### config.mk
export PLATFORM = sky130hd
export DESIGN_NAME = clk_set_ctrl_flat
export DESIGN_NICKNAME = d
export VERILOG_FILES = /design/src/rtl/clk_pkg.sv /design/src/rtl/clk_set_ctrl_if.sv /design/src/rtl/clk_set_field.sv /design/src/rtl/clk_set_ctrl.sv /design/src/flat_wrapper.sv
export SDC_FILE = /design/constraint.sdc
export NUM_CORES = 1
export LEC_CHECK = 0
export ABC_AREA = 1
export BUFFER_PORTS_ARGS = -buffer_cell sky130_fd_sc_hd__buf_2
export CAP_MARGIN = 20
export CORE_MARGIN = 3
export CORE_UTILIZATION = 50
export CTS_CLUSTER_DIAMETER = 30
export CTS_CLUSTER_SIZE = 24
export DETAILED_ROUTE_END_ITERATION = 12
export GPL_ROUTABILITY_DRIVEN = 0
export MAX_ROUTING_LAYER = met4
export PLACE_DENSITY = 0.8
export SYNTH_ARGS = -nofsm -noshare
export SYNTH_HDL_FRONTEND = slang
export SYNTH_HIERARCHICAL = 1
export SYNTH_SLANG_ARGS = --single-unit
export TNS_END_PERCENT = 20
### constraint.sdc
create_clock -name clk -period 2.1 [get_ports clk]
set_clock_uncertainty 0.15 [all_clocks]
set_input_delay 0.63 -clock clk [delete_from_list [all_inputs] [get_ports clk]]
set_output_delay 0.63 -clock clk [all_outputs]
set_load 0.02 [all_outputs]
### src/rtl/clk_pkg.sv
// Shared definitions for the clock time-set controller: register addresses,
// field limits, FSM state encoding and the write-command payload.
package clk_pkg;

    localparam int unsigned DATA_W        = 6;
    localparam int unsigned ADDR_W        = 2;
    localparam int unsigned MIN_SEC_MAX   = 59;
    localparam int unsigned HOURS_MAX_DEF = 23;

    localparam logic [ADDR_W-1:0] ADDR_SEC = 2'b00;
    localparam logic [ADDR_W-1:0] ADDR_MIN = 2'b01;
    localparam logic [ADDR_W-1:0] ADDR_HR  = 2'b10;

    typedef enum logic [2:0] {
        IDLE,
        EDIT_HR,
        EDIT_MIN,
        EDIT_SEC,
        WR_HR,
        WR_MIN,
        WR_SEC
    } state_t;

    // One write strobe towards the clock core
    typedef struct packed {
        logic              load;
        logic [ADDR_W-1:0] addrs;
        logic [DATA_W-1:0] data;
    } wr_cmd_t;

    function automatic logic is_edit(input state_t s);
        return (s == EDIT_HR) || (s == EDIT_MIN) || (s == EDIT_SEC);
    endfunction

endpackage

### src/rtl/clk_set_ctrl_if.sv
// Button inputs and clock-core write/status outputs of clk_set_ctrl.
interface clk_set_ctrl_if;
    import clk_pkg::*;

    logic              btn_mode;
    logic              btn_inc;
    logic              btn_set;
    logic              load;
    logic [ADDR_W-1:0] addrs;
    logic [DATA_W-1:0] data_in;
    logic              edit_active;
    logic [ADDR_W-1:0] edit_field;

    // Controller side
    modport master (
        input  btn_mode, btn_inc, btn_set,
        output load, addrs, data_in, edit_active, edit_field
    );

    // Button source / clock-core side
    modport slave (
        output btn_mode, btn_inc, btn_set,
        input  load, addrs, data_in, edit_active, edit_field
    );

endinterface

### src/rtl/clk_set_field.sv
// One editable time field: 6-bit register with synchronous clear and
// wrap-to-zero increment at a configurable limit.
module clk_set_field
    import clk_pkg::*;
(
    input  logic              clk,
    input  logic              reset,
    input  logic              clr,
    input  logic              inc,
    input  logic [DATA_W-1:0] limit,
    output logic [DATA_W-1:0] value
);

    // Clear wins over increment; anything at or above the limit wraps to 0
    always_ff @(posedge clk or negedge reset) begin
        if (!reset) begin
            value <= '0;
        end else if (clr) begin
            value <= '0;
        end else if (inc) begin
            value <= (value >= limit) ? '0 : value + DATA_W'(1);
        end
    end

endmodule

### src/rtl/clk_set_ctrl.sv
// Time-set controller: button-driven editing of hh/mm/ss followed by a
// three-cycle commit (hours, minutes, seconds) to the clock core.
// Optional feature: define CLK_SET_TIMEOUT_EN to abandon an idle edit
// session after TIMEOUT_CYCLES cycles without writing anything.
module clk_set_ctrl
    import clk_pkg::*;
#(
    parameter int unsigned HOURS_MAX      = HOURS_MAX_DEF,
    parameter int unsigned TIMEOUT_CYCLES = 1000000000
) (
    input  logic           clk,
    input  logic           reset,
    clk_set_ctrl_if.master bus
);

    if (TIMEOUT_CYCLES < 2) begin : g_timeout_range
        $error("TIMEOUT_CYCLES must be at least 2");
    end

    state_t            state;
    state_t            next_state;
    logic              any_btn;
    logic              timeout_hit;
    logic              clr_fields;
    logic              inc_hr;
    logic              inc_min;
    logic              inc_sec;
    logic [DATA_W-1:0] hr_val;
    logic [DATA_W-1:0] min_val;
    logic [DATA_W-1:0] sec_val;
    wr_cmd_t           wr_next;
    logic [ADDR_W-1:0] field_next;

    assign any_btn = bus.btn_mode | bus.btn_inc | bus.btn_set;

`ifdef CLK_SET_TIMEOUT_EN
    localparam int unsigned TO_W = (TIMEOUT_CYCLES > 2) ? $clog2(TIMEOUT_CYCLES) : 1;

    logic [TO_W-1:0] to_cnt;

    assign timeout_hit = is_edit(state) && !any_btn && (to_cnt == TO_W'(TIMEOUT_CYCLES - 1));

    // Idle-cycle counter: restarts on any activity, runs only while editing
    always_ff @(posedge clk or negedge reset) begin
        if (!reset) begin
            to_cnt <= '0;
        end else if (any_btn || (next_state != state) || !is_edit(state)) begin
            to_cnt <= '0;
        end else begin
            to_cnt <= to_cnt + TO_W'(1);
        end
    end
`else
    assign timeout_hit = 1'b0;
`endif

    // State register
    always_ff @(posedge clk or negedge reset) begin
        if (!reset) begin
            state <= IDLE;
        end else begin
            state <= next_state;
        end
    end

    // Next state, field controls and next output values; set > mode > inc
    always_comb begin
        next_state = state;
        clr_fields = 1'b0;
        inc_hr     = 1'b0;
        inc_min    = 1'b0;
        inc_sec    = 1'b0;
        wr_next    = '0;
        field_next = ADDR_SEC;

        case (state)
            IDLE: begin
                if (bus.btn_mode) begin
                    next_state = EDIT_HR;
                    clr_fields = 1'b1;
                end
            end
            EDIT_HR: begin
                if (bus.btn_set)       next_state = WR_HR;
                else if (bus.btn_mode) next_state = EDIT_MIN;
                else                   inc_hr     = bus.btn_inc;
            end
            EDIT_MIN: begin
                if (bus.btn_set)       next_state = WR_HR;
                else if (bus.btn_mode) next_state = EDIT_SEC;
                else                   inc_min    = bus.btn_inc;
            end
            EDIT_SEC: begin
                if (bus.btn_set)       next_state = WR_HR;
                else if (bus.btn_mode) next_state = EDIT_HR;
                else                   inc_sec    = bus.btn_inc;
            end
            WR_HR:   next_state = WR_MIN;
            WR_MIN:  next_state = WR_SEC;
            WR_SEC:  next_state = IDLE;
            default: next_state = IDLE;
        endcase

        if (timeout_hit) begin
            next_state = IDLE;
        end

        case (next_state)
            WR_HR:    wr_next = '{load: 1'b1, addrs: ADDR_HR,  data: hr_val};
            WR_MIN:   wr_next = '{load: 1'b1, addrs: ADDR_MIN, data: min_val};
            WR_SEC:   wr_next = '{load: 1'b1, addrs: ADDR_SEC, data: sec_val};
            EDIT_HR:  field_next = ADDR_HR;
            EDIT_MIN: field_next = ADDR_MIN;
            default:  field_next = ADDR_SEC;
        endcase
    end

    // Registered outputs, aligned with the state they describe
    always_ff @(posedge clk or negedge reset) begin
        if (!reset) begin
            bus.load        <= 1'b0;
            bus.addrs       <= ADDR_SEC;
            bus.data_in     <= '0;
            bus.edit_active <= 1'b0;
            bus.edit_field  <= ADDR_SEC;
        end else begin
            bus.load        <= wr_next.load;
            bus.addrs       <= wr_next.addrs;
            bus.data_in     <= wr_next.data;
            bus.edit_active <= is_edit(next_state);
            bus.edit_field  <= field_next;
        end
    end

    clk_set_field u_hr (
        .clk   (clk),
        .reset (reset),
        .clr   (clr_fields),
        .inc   (inc_hr),
        .limit (DATA_W'(HOURS_MAX)),
        .value (hr_val)
    );

    clk_set_field u_min (
        .clk   (clk),
        .reset (reset),
        .clr   (clr_fields),
        .inc   (inc_min),
        .limit (DATA_W'(MIN_SEC_MAX)),
        .value (min_val)
    );

    clk_set_field u_sec (
        .clk   (clk),
        .reset (reset),
        .clr   (clr_fields),
        .inc   (inc_sec),
        .limit (DATA_W'(MIN_SEC_MAX)),
        .value (sec_val)
    );

endmodule

### src/flat_wrapper.sv
// flat-port wrapper written by rule: the top's interface ports become plain ports
module clk_set_ctrl_flat import clk_pkg::*;
#(
    parameter int unsigned HOURS_MAX      = HOURS_MAX_DEF,
    parameter int unsigned TIMEOUT_CYCLES = 1000000000
)
  (clk, reset, bus_btn_mode, bus_btn_inc, bus_btn_set, bus_load, bus_addrs, bus_data_in, bus_edit_active, bus_edit_field);
  clk_set_ctrl_if bus_i ();
  input  logic clk;
  input  logic reset;
  input wire logic [$bits(bus_i.btn_mode)-1:0] bus_btn_mode;
  input wire logic [$bits(bus_i.btn_inc)-1:0] bus_btn_inc;
  input wire logic [$bits(bus_i.btn_set)-1:0] bus_btn_set;
  output wire logic [$bits(bus_i.load)-1:0] bus_load;
  output wire logic [$bits(bus_i.addrs)-1:0] bus_addrs;
  output wire logic [$bits(bus_i.data_in)-1:0] bus_data_in;
  output wire logic [$bits(bus_i.edit_active)-1:0] bus_edit_active;
  output wire logic [$bits(bus_i.edit_field)-1:0] bus_edit_field;
  assign bus_i.btn_mode = bus_btn_mode;
  assign bus_i.btn_inc = bus_btn_inc;
  assign bus_i.btn_set = bus_btn_set;
  assign bus_load = bus_i.load;
  assign bus_addrs = bus_i.addrs;
  assign bus_data_in = bus_i.data_in;
  assign bus_edit_active = bus_i.edit_active;
  assign bus_edit_field = bus_i.edit_field;
  clk_set_ctrl #(.HOURS_MAX(HOURS_MAX), .TIMEOUT_CYCLES(TIMEOUT_CYCLES)) u_core (.clk(clk), .reset(reset), .bus(bus_i));
endmodule
# After elaboration in Yosys (flattened, before gate mapping)

Cells that the tools add are included.
W data, S select, Z words.

Word-level logic and storage cells: 57
Output and inout port bits: 12
Register bits: 33
Bits of input ports: 5

Multiplexer cells: 25
Add/subtract/negate cells: 3
Equal/unequal tests: 11
Order comparisons: 3
Reduce and logical (&&, ||, !) cells: 6

Operator list:

| cell                  | count |
|---|---|
| $mux W6               | 9 |
| $pmux W9 S3           | 1 |
| $add A6 B1 Y6 const B | 3 |
| $mux W3               | 6 |
| $pmux W3 S6           | 1 |
| $eq A3 B3 Y1 const B  | 5 |
| $eq A3 B2 Y1 const B  | 4 |
| $ge A6 B6 Y1 const B  | 2 |
| $mux W1               | 7 |
| $eq A3 B1 Y1 const B  | 2 |
| $ge A6 B5 Y1 const B  | 1 |
| $reduce_bool A2 Y1    | 3 |
| $pmux W2 S2           | 1 |
| $logic_not A3 Y1      | 1 |
| $logic_or A1 B1 Y1    | 2 |

# Logic depth before layout (Yosys ltp)

Gate-level depths: netlist (run 1).

Depth in word-level cells: 6
Gate-level depth with buffers: 10
Depth with buffers taken out: 10

# Cells and area by module

The synthesis (run 1) kept the hierarchy.

By module, submodules not included:

| module        | times used | cells each | sequential area each (sq um) | area an instance (sq um) |
|---|---|---|---|---|
| clk_set_field | 3          | 68         | 150.1                        | 505.5 |
| clk_set_ctrl  | 1          | 82         | 375.4                        | 678.2 |

# Worst setup path before layout (run 1)

No wires, ideal clock.

Path kind: input port to flip-flop
From: input bus_btn_mode
To: register u_core.u_min.value[4]
Required time: 1.873 ns
Cell stages on the path: 8
Setup slack: 0.057 ns
Arrival: 1.815 ns
Library setup time: 0.077 ns
Buffers on the path: 0
Path through: inv_1 nor3_1 inv_1 nand2_4 nand3_2 o21bai_2 nand2_1 a21oi_1

Elaborated cells on any way between the ends: 7
Classes of those cells: mux (6); reduce/logical (1)

RTL lines:

| what                                          | RTL line            | RTL |
|---|---|---|
| start: declaration                            | flat_wrapper.sv:11  | `input wire logic [$bits(bus_i.btn_mode)-1:0] bus_btn_mode;` |
| $mux W1 (*)                                   | clk_set_ctrl.sv:78  | `if (bus.btn_mode) begin` |
| $mux W1 (*)                                   | clk_set_ctrl.sv:76  | `case (state)` |
| named net u_core.clr_fields                   | clk_set_ctrl.sv:24  | `logic clr_fields;` |
| $mux W6 or $reduce_bool A2 Y1 (tied branches) | n/a                 |  |
| end signal: assignment                        | clk_set_field.sv:21 | `value <= (value >= limit) ? '0 : value + DATA_W'(1);` |
| end: declaration                              | clk_set_field.sv:11 | `output logic [DATA_W-1:0] value` |

Mark *: on every way through the listed nets, which the timed path passes. The rest lies on a longest branch.
A chain may end at the register's enable or synchronous reset.

# Worst setup path after layout (run 1)

From: register u_core.state[1]
To: register u_core.u_hr.value[5]

Cells in the longest elaborated chain, start to end: 3
Elaborated cells on any way between the ends: 6
Classes of those cells: eq/ne (1); mux (3); reduce/logical (2)

Ends and longest elaborated chain:

| what                                          | RTL line            | RTL |
|---|---|---|
| start: declaration                            | clk_set_ctrl.sv:20  | `state_t state;` |
| start signal: assignment                      | clk_set_ctrl.sv:62  | `state <= next_state;` |
| $logic_not A3 Y1 (*)                          | clk_set_ctrl.sv:76  |  |
| $mux W1 (*)                                   | clk_set_ctrl.sv:76  |  |
| named net u_core.clr_fields                   | clk_set_ctrl.sv:24  |  |
| $mux W6 or $reduce_bool A2 Y1 (tied branches) | n/a                 |  |
| end signal: assignment                        | clk_set_field.sv:21 |  |
| end: declaration                              | clk_set_field.sv:11 |  |

Marked as above.

==> results of run 1 <==
==> how the worst min path moves through the flow <==
stage                               startpoint                       end  depth (start not counted)
final                                    reset  u_core/bus.edit_field[0]                          2
after global placement    u_core/u_hr/value[5]     u_core/bus.data_in[5]                          2
after detailed placement  u_core/u_hr/value[3]     u_core/bus.data_in[3]                          2
after floorplan                          reset       u_core/bus.addrs[0]                          0
after CTS                                reset     u_core/bus.data_in[2]                          2
after global routing                     reset     u_core/u_min/value[5]                          2
==> per-layer routing <==
layer  track usage  part of all wire
met1         0.248              0.46
met2         0.295              0.48
met3        0.0554             0.048
met4        0.0564            0.0094
met5             -                 0
==> power groups by stage <==
stage / registers, W / logic (W) / clock network [W]
after CTS: 0.000991 / 0.00112 / 0.000478
after global placement: 0.000995 / 0.00107 / 0
final: 0.00100 / 0.00113 / 0.000465
after global routing: 0.00103 / 0.00130 / 0.000510
after floorplan: 0.00105 / 0.000739 / 0
after detailed placement: 0.00100 / 0.00111 / 0
==> through the flow <==
step	instance area, um2	util	power (W)
after CTS	2530	0.616	0.00259
after detailed placement	2450	0.595	0.00211
final	2550	0.620	0.00260
after global routing	2550	0.620	0.00283
after floorplan	2250	-	0.00179
after global placement	2450	0.595	0.00207
==> critical path, delay by kind of cell, from the launching register on <==
family | cells | cell delay [ns]
compound gates | 1 | 0.11
buf+inv | 2 | 0.30
flops | 1 | 0.47
simple gates | 7 | 0.82
==> layout make-up <==
class                           count  area share
Timing Repair Buffer               21      0.0510
Sequential cell                    33       0.324
Multi-Input combinational cell    211       0.482
Clock buffer                        7      0.0338
Inverter                           58      0.0853
Tap cell                           50      0.0245
==> cell usage in the layout (no fill, tap or decap), drive strengths merged <==
cell type and n:
nand2 81, inv 58, ha 21, dfrtp 33, nand3 25, a21o 3
nor2 26, buf 21, clkbuf 7, o21bai 5, a21oi 18, nor4 1
nand4 3, o21ai 5, nor3 2, xor2 3, conb 18
==> sequential cells by signal, summed over array words and instances (netlist names) <==
register	cells
u_core/bus.addrs	2
u_core/bus.data_in	6
u_core/bus.edit_field	2
u_core/u_min/value	6
u_core/state	3
u_core/u_hr/value	6
u_core/bus.load	1
u_core/bus.edit_active	1
u_core/u_sec/value	6
==> logic make-up after synthesis <==
family,count (synthesis),share of synthesized area
AND/OR/NAND/NOR,138,0.291
buffers and inverters,58,0.0992
XOR/XNOR,3,0.0120
flip-flops,33,0.376
adder cells (fa/ha/maj),21,0.120
AO/OA/AOI/OAI,31,0.0986
other,2,0.00342
==> metrics.md, run 1 <==
| Metric | Value |
|---|---|
| Die Y | 72.3 um |
| Net Sw Frac | 0.437 |
| CP Class | reg -> reg |
| Drt pass-1 iters | 4 |
| Row cnt | 23 |
| Fmax | 516 MHz |
| DR vias/cell | 4.90 |
| Ranking of synthesized cells by area | dfrtp_1 (38%), nand2_1 (13%), ha_1 (12%), inv_1 (9.7%), nand3_1 (4.3%) |
| Port bufs | 16 |
| Worst setup path startpoint | u_core/state[1] |
| Power per cell area | 1020 mW/mm2 |
| Peak supply drop | 379 uV |
| Die area | 0.00522 mm2 |
| Top-count cell post-synth | nand2_1 |
| Vias in the first global route | 1705 |
| Worst-skew pair later-pin latency | 0.28 ns |
| PnR worst setup slack | 0.160 ns |
| Max incr delay on CP | 0.47 ns |
| Setup total negative slack | 0 ns |
| Fillers | 364 |
| DRT iter0 DRCs | 145 |
| R2r setup slk | 0.16 ns |
| Cell Count, Final, Fillers Out | 380 |
| Worst Reg-to-Reg Cells | 10 |
| Syn-to-layout area delta | 16.3% |
| Post-Syn Instances | 286 |
| CP Capture Type | flip-flop |
| Routed Antenna Nets | 0 |
| Via Count | 1862 |
| Post-synth top cells | nand2_1 (78), inv_1 (57), dfrtp_1 (33) |
| YS warnings | 6 |
| Hold_buf cts | 0 |
| Leading area contributor after synthesis | dfrtp_1 |
| # DRC | 0 |
| Combinational share of power | 0.436 |
| Worst path slowest cell | dfrtp_1 |
| Total global-route track usage | 0.193 |
| # setup viols final | 0 |
| Max-slew violation count | 0 |
| CP max FO | 7 |
| CTS Root Cell | clkbuf_8 |
| Number of enable flip-flop cells after synthesis | 0 |
| DP Worst Slack | -0.0359 ns |
| Global-route wire length before repair | 7600 um |
| Synth async-reset ratio | 1.00 |
| Synth unique cells | 23 |
| Sw Pwr | 0.00113 W |
| Clk sinks | 33 |
| Data arrival, critical path | 2.00 ns |
| Post-placement cell count | 373 |
| CP Cell Sequence | nor2_4 > inv_1 > nor3_2 > buf_4 > nor2_1 > nor2_2 > nand2_1 > nand2_1 > nand2_1 > a21oi_2 |
| Hold slack | 0.144 ns |
| Ys flop type | dfrtp_1 |
| Tmin final | 1.94 ns |
| R2r endpoint | u_core/u_hr/value[5] |
| Clock power share | 0.179 |
| CTS resizes | 0 |
| Io pins | 17 |
| Core Region | 0.00412 mm2 |
| Final Cycle Share | 0.924 |
| Share of the synthesized area in the top cell type | 0.376 |
| Diode count | 0 |
| Lkg Pwr | 1.49 nW |
| Top cell by count, worst path | nand2_1 |
| Status | complete, no violations |
| Largest net degree at the start of global routing | 34 |
| Setup crit end | u_core/u_hr/value[5] |
| Max cap viols | 0 |
| Clock tree from TritonCTS | built |
| Register area | 826 um2 |
| Syn Area/Cell | 7.67 um2 |
| Min-delay worst type | in -> async |
| Sequential power share | 0.385 |
| Final Hold Violating Endpoints | 0 |
| P_int | 0.00146 W |
| Area of the multi-input gates | 0.00123 mm2 |
| Number of synthesized register bits | 33 |
| Num CTS Buffers | 5 |
| Initial antenna violation count | 0 |
| Setup repair bufs after CTS | 0 |
| Mapped Area | 0.00219 mm2 |
| Routed len/inst | 11.5 um |
| Clock buffer depth | 2 |
| Die width | 72.3 um |
| Worst Setup Start Kind | flip-flop |
| Clock transition at the registers of the reported paths | 0.06 ns |
| Grt total ovfl | 0 |
| Sequential area share after synthesis | 0.376 |
| Nets | 356 |
| H-tree depth | 2 |
| Reg-to-reg startpoint | u_core/state[1] |
| RSZ-0062 raised after global routing | true |
| Fraction of layout instances using a drive strength above 1 | 0.179 |
| Data required time of the worst path | 2.16 ns |
| Initial Util | 0.533 |
| Hpwl dp | 3380 um |
| DRT Wirelength | 4380 um |
(Power assumes the default switching activity.)
==> inputs of run 2 (changes only) <==
- CELL_PAD_IN_SITES_DETAIL_PLACEMENT: not set -> 2
- CELL_PAD_IN_SITES_GLOBAL_PLACEMENT: not set -> 2
- CORE_UTILIZATION: 50 -> 32
- PLACE_DENSITY: 0.8 -> 0.85
==> run 2 against run 1 <==
  * Register-to-register slack got worse by 0.09 ns
  * Non-clock buffer count increased by 6
  * Global-route usage increased by 0.68 points
  * Largest cell class unchanged
  * First-iteration DRC count fell by 61%
  * Wire length grew 63%
  * Sequential power barely moved
  * Worst hold slack better by 0.075 ns
==> metrics.md, run 2 (same netlist as run 1, synthesis figures left out) <==
| Metric | Value |
|---|---|
| Fraction of layout instances using a drive strength above 1 | 0.211 (+0.0319) |
| Nets | 362 (+1.7%) |
| # DRC | 0 (unchanged) |
| Port bufs | 16 (unchanged) |
| Data required time of the worst path | 2.15 ns (about the same) |
| Drt pass-1 iters | 4 (unchanged) |
| Die width | 88.8 um (+23%) |
| CP max FO | 6 (-1) |
| R2r endpoint | u_core/u_min/value[4] |
| Global-route wire length before repair | 11600 um (+52%) |
| Clock power share | 0.209 (+0.030) |
| Routed len/inst | 17.2 um (+50%) |
| Routed Antenna Nets | 0 (unchanged) |
| DRT iter0 DRCs | 56 (-61%) |
| Hold slack | 0.219 ns (+0.0752 ns) |
| Register area | 828 um2 (+0.30%) |
| Max-slew violation count | 0 (unchanged) |
| Commonest non-fill, non-tap cell in the layout | nand2_1 |
| Grt total ovfl | 0 (unchanged) |
| Io pins | 17 (unchanged) |
| Min-delay worst type | in -> async |
| P_int | 0.00163 W (+12%) |
| Worst Reg-to-Reg Cells | 10 (unchanged) |
| Diode count | 0 (unchanged) |
| Num CTS Buffers | 5 (unchanged) |
| Final Cycle Share | 0.966 (+0.0427) |
| R2r setup slk | 0.07 ns (-0.09 ns) |
| Worst-skew pair later-pin latency | 0.29 ns (about the same) |
| Core Region | 0.00649 mm2 (+58%) |
| Clock buffer depth | 2 (unchanged) |
| Sequential power share | 0.343 (-0.042) |
| Area of the multi-input gates | 0.00124 mm2 (+1.2%) |
| DR vias/cell | 4.92 (+0.46%) |
| Data arrival, critical path | 2.08 ns (+0.08 ns) |
| Power per cell area | 1120 mW/mm2 (+10%) |
| Initial Util | 0.338 (-0.195) |
| Tmin final | 2.03 ns (+0.0897 ns) |
| Max cap viols | 0 (unchanged) |
| Sw Pwr | 0.00136 W (+20%) |
| CTS Root Cell | clkbuf_8 |
| Via Count | 2038 (+9.5%) |
| Combinational share of power | 0.447 (+0.011) |
| CP Class | reg -> reg |
| Clk sinks | 33 (unchanged) |
| Vias in the first global route | 2306 (+35%) |
| Clock tree from TritonCTS | built |
| Hold_buf cts | 0 (unchanged) |
| Most frequent cells in the layout | nand2_1 (78), inv_1 (57), dfrtp_1 (31), ha_1 (21), nand3_1 (19) |
| # setup viols final | 0 (unchanged) |
| DRT Wirelength | 7140 um (+63%) |
| Initial antenna violation count | 0 (unchanged) |
| H-tree depth | 2 (unchanged) |
| Fillers | 764 (+110%) |
| Lkg Pwr | 1.53 nW (+2.6%) |
| Worst Setup Start Kind | flip-flop |
| Hpwl dp | 5090 um (+50%) |
| Row cnt | 29 (+26%) |
| Fmax | 493 MHz (-4.4%) |
| Status | complete, no violations |
| Total global-route track usage | 0.200 (+0.00684) |
| RSZ-0062 raised after global routing | true |
| Net Sw Frac | 0.454 (+0.0170) |
| Largest net degree at the start of global routing | 34 (unchanged) |
| Die Y | 88.8 um (+23%) |
| Reg-to-reg startpoint | u_core/state[2] |
| CP Capture Type | flip-flop |
| Fin util | 0.411 (-0.210) |
| Peak supply drop | 284 uV (-25%) |
| Syn-to-layout area delta | 21.5% |
| Final Hold Violating Endpoints | 0 (unchanged) |
| Die area | 0.00789 mm2 (+51%) |
| Clock transition at the registers of the reported paths | 0.08 ns (+0.02 ns) |
run 2: changes by cell type in the layout (fill, tap and decap cells not counted), sizes merged:
| cell | change |
|---|---|
| buf | +6 |
| bufinv | +1 |
run 2: per-stage QoR:
step                worst slack [ns]  area (um2)  instances  power [W]  TNS (ns)
floorplan                     0.0573        2250        302    0.00179         0
global route                 -0.0551        2670        414    0.00323   -0.0916
detailed placement           -0.0739        2500        404    0.00226    -0.180
finish                        0.0707        2670        414    0.00299         0
CTS                           0.0276        2630        412    0.00295         0
global placement              0.0483        2500        404    0.00217         0
run 2: worst max-delay path by stage:
stage / start / endpoint / slack (ns) / cells past startpoint
2_1_floorplan: bus_btn_mode / u_core/u_min/value[4] / 0.06 / 8
3_3_place_gp: bus_btn_mode / u_core/u_hr/value[4] / 0.05 / 10
3_5_place_dp: bus_btn_mode / u_core/u_hr/value[4] / -0.07 / 10
4_1_cts: u_core/state[1] / u_core/u_hr/value[4] / 0.03 / 10
5_1_grt: u_core/state[2] / u_core/u_min/value[4] / -0.06 / 10
6_report: u_core/state[2] / u_core/u_min/value[4] / 0.07 / 10
run 2: critical path, stage by stage, from the launching register on:
cell,delay (ns)
dfrtp_2,0.49
inv_2,0.16
nand3_1,0.17
nor4_2,0.23
buf_4,0.19
inv_1,0.07
nand2_4,0.08
nand3_2,0.08
o21bai_2,0.11
nand2_1,0.06
a21oi_1,0.15
run 2: timing repair:
action | CTS | global route
buffers inserted | 0 | 2
pin swaps | 0 | 2
resized for setup | 2 | 8
endpoints found under the setup margin | 2 | 8
run 2: final cells by class:
cell class	count	share of cell area
Multi-Input combinational cell	211	0.467
Sequential cell	33	0.311
Inverter	58	0.0817
Timing Repair Buffer	27	0.0610
Tap cell	77	0.0361
Clock buffer	7	0.0324
Clock inverter	1	0.0113
run 2: power groups by stage:
stage	clock (W)	sequential, W	combinational [W]
after global placement	0	0.00100	0.00116
after detailed placement	0	0.00102	0.00124
after floorplan	0	0.00105	0.000739
final	0.000626	0.00103	0.00134
after CTS	0.000640	0.00101	0.00130
after global routing	0.000672	0.00106	0.00151
run 2: routing by layer:
layer,vias to the layer above,wire [um],global-route usage,share of wire
li1,977,-,-,-
met4,0,169,0.0522,0.024
met2,30,3750,0.365,0.52
met5,-,0,-,0
met1,1014,3040,0.222,0.43
met3,17,179,0.0345,0.025
==> inputs of run 3 (changes only) <==
- CORE_UTILIZATION: 32 -> 33
- CTS_BUF_LIST: not set -> sky130_fd_sc_hd__clkbuf_4
- PLACE_DENSITY: 0.85 -> 0.87
==> run 3 against run 2 <==
  * Critical path type unchanged
  * Worst hold slack got worse by 0.078 ns
  * Largest power group unchanged
  * First-iteration DRC count shrank 14%
  * Fmax increased by 3.8%
  * Clock-buffer cell count is 2 lower
  * Sequential power barely moved
  * Worst setup slack improved by 0.073 ns
  * Total power fell by 15%
==> metrics.md, run 3 (same netlist as run 1, synthesis figures left out) <==
| Metric | Value |
|---|---|
| # DRC | 0 (unchanged) |
| CP Capture Type | flip-flop |
| Grt total ovfl | 0 (unchanged) |
| Power per cell area | 1000 mW/mm2 (-10%) |
| CP Class | reg -> reg |
| Via Count | 1935 (-5.1%) |
| DR vias/cell | 4.73 (-3.9%) |
| Global-route wire length before repair | 10000 um (-13%) |
| Clk sinks | 33 (unchanged) |
| Routed Antenna Nets | 0 (unchanged) |
| Final Hold Violating Endpoints | 0 (unchanged) |
| Worst Setup Start Kind | flip-flop |
| Fin util | 0.398 (-0.0124) |
| Clock buffer depth | 2 (unchanged) |
| Clock transition at the registers of the reported paths | 0.11 ns (+0.03 ns) |
| Final Cycle Share | 0.931 (-0.0350) |
| Setup crit end | u_core/u_sec/value[4] |
| Largest net degree at the start of global routing | 34 (unchanged) |
| Syn-to-layout area delta | 15.8% |
| Max cap viols | 0 (unchanged) |
| Lkg Pwr | 1.48 nW (-3.7%) |
| Area of the multi-input gates | 0.00122 mm2 (-1.6%) |
| Status | complete, no violations |
| Setup repair bufs after CTS | 0 (unchanged) |
| Core Region | 0.00639 mm2 (-1.7%) |
| Hpwl dp | 5030 um (-1.2%) |
| Io pins | 17 (unchanged) |
| Most frequent cells in the layout | nand2_1 (78), inv_1 (57), dfrtp_1 (31), ha_1 (21), nor2_1 (20) |
| CTS resizes | 0 (-2) |
| Min-delay worst type | in -> async |
| Worst setup path startpoint | u_core/state[1] |
| DP Worst Slack | -0.0928 ns (-0.0189 ns) |
| M1 GR Usage | 0.200 (-0.0216) |
| Busiest grt layer | met2 |
| Max-slew violation count | 0 (unchanged) |
| Fraction of layout instances using a drive strength above 1 | 0.187 (-0.0239) |
| Routed len/inst | 14.6 um (-15%) |
| Register area | 828 um2 (unchanged) |
| Commonest non-fill, non-tap cell in the layout | nand2_1 |
| Die Y | 87.6 um (-1.4%) |
| DRT iter0 DRCs | 48 (-14%) |
| Post-placement cell count | 401 (-0.74%) |
| Initial Util | 0.344 (+0.00576) |
| Met2 Use GR | 0.315 (-0.0500) |
| Setup total negative slack | 0 ns (unchanged) |
| Peak supply drop | 536 uV (+89%) |
| Data required time of the worst path | 2.21 ns (+0.06 ns) |
| Data arrival, critical path | 2.07 ns (about the same) |
| CTS Root Cell | clkbuf_4 |
| Cell Count, Final, Fillers Out | 409 (-1.2%) |
| Drt pass-1 iters | 4 (unchanged) |
| Nets | 357 (-1.4%) |
| Diode count | 0 (unchanged) |
| Die area | 0.00767 mm2 (-2.8%) |
| Fmax | 511 MHz (+3.8%) |
| Die width | 87.6 um (-1.4%) |
| Port bufs | 16 (unchanged) |
| H-tree depth | 2 (unchanged) |
| Worst-skew pair later-pin latency | 0.35 ns (+0.06 ns) |
| Vias in the first global route | 2082 (-9.7%) |
| Total global-route track usage | 0.175 (-0.0246) |
| Num CTS Buffers | 5 (unchanged) |
| Clock tree from TritonCTS | built |
| # setup viols final | 0 (unchanged) |
| CP max FO | 7 (+1) |
| Row cnt | 29 (unchanged) |
| Worst Reg-to-Reg Cells | 10 (unchanged) |
| R2r setup slk | 0.14 ns (+0.07 ns) |
| RSZ-0062 raised after global routing | false |
| DRT Wirelength | 5980 um (-16%) |
| Initial antenna violation count | 0 (unchanged) |
| Reg-to-reg startpoint | u_core/state[1] |
| Hold_buf cts | 0 (unchanged) |
| GR Layer Usage met3 | 0.0254 (-0.00905) |
| R2r endpoint | u_core/u_sec/value[4] |
| PnR worst setup slack | 0.144 ns (+0.0735 ns) |
| Fillers | 773 (+1.2%) |
| Tmin final | 1.96 ns (-0.0735 ns) |
run 3: how the worst min path moves through the flow:
stage	from	cells after the start	endpoint	slack, ns
finish	reset	2	u_core/u_min/value[5]	0.14
global route	reset	2	u_core/u_min/value[5]	0.16
CTS	reset	2	u_core/u_min/value[5]	0.14
detailed placement	u_core/u_hr/value[4]	2	u_core/bus.data_in[4]	0.41
global placement	u_core/u_hr/value[5]	2	u_core/bus.data_in[5]	0.40
floorplan	reset	0	u_core/bus.addrs[0]	0.18
run 3: stage by stage:
| step | hold WS, ns | power (W) | area, um2 |
|---|---|---|---|
| after floorplan | 0.184 | 0.00179 | 2250 |
| after global placement | 0.402 | 0.00214 | 2480 |
| after detailed placement | 0.408 | 0.00223 | 2480 |
| after CTS | 0.142 | 0.00259 | 2530 |
| after global routing | 0.160 | 0.00281 | 2540 |
| final | 0.142 | 0.00255 | 2540 |
run 3: final cells by class:
class / instances / area share
multi-input cells: 211 / 0.482
flip-flops and latches: 33 / 0.326
inverters: 58 / 0.0856
repair buffers: 22 / 0.0492
well taps: 77 / 0.0379
clock buffers: 5 / 0.0148
clock inverters: 3 / 0.00492
run 3: where the power goes:
| part | internal (W) | leakage [nW] | switching [W] | total [W] |
|---|---|---|---|---|
| combinational | 0.000398 | 1.00 | 0.000807 | 0.00121 |
| clock | 0.000121 | 0.0300 | 0.000216 | 0.000337 |
| sequential | 0.000815 | 0.442 | 0.000196 | 0.00101 |
run 3: critical path, stage by stage, from the launching register on:
cell      delay, ns
dfrtp_2        0.48
nor2_2         0.19
inv_1          0.11
nor3_2         0.16
buf_4          0.18
inv_1          0.07
nand2_4        0.10
nand3_2        0.09
o21bai_2       0.13
nand2_1        0.07
a21oi_1        0.14
run 3: metal layers:
metal	wire length, um	vias to the layer above
li1	-	962
met1	2660	948
met2	3100	19
met3	146	6
met4	73	0
met5	0	-
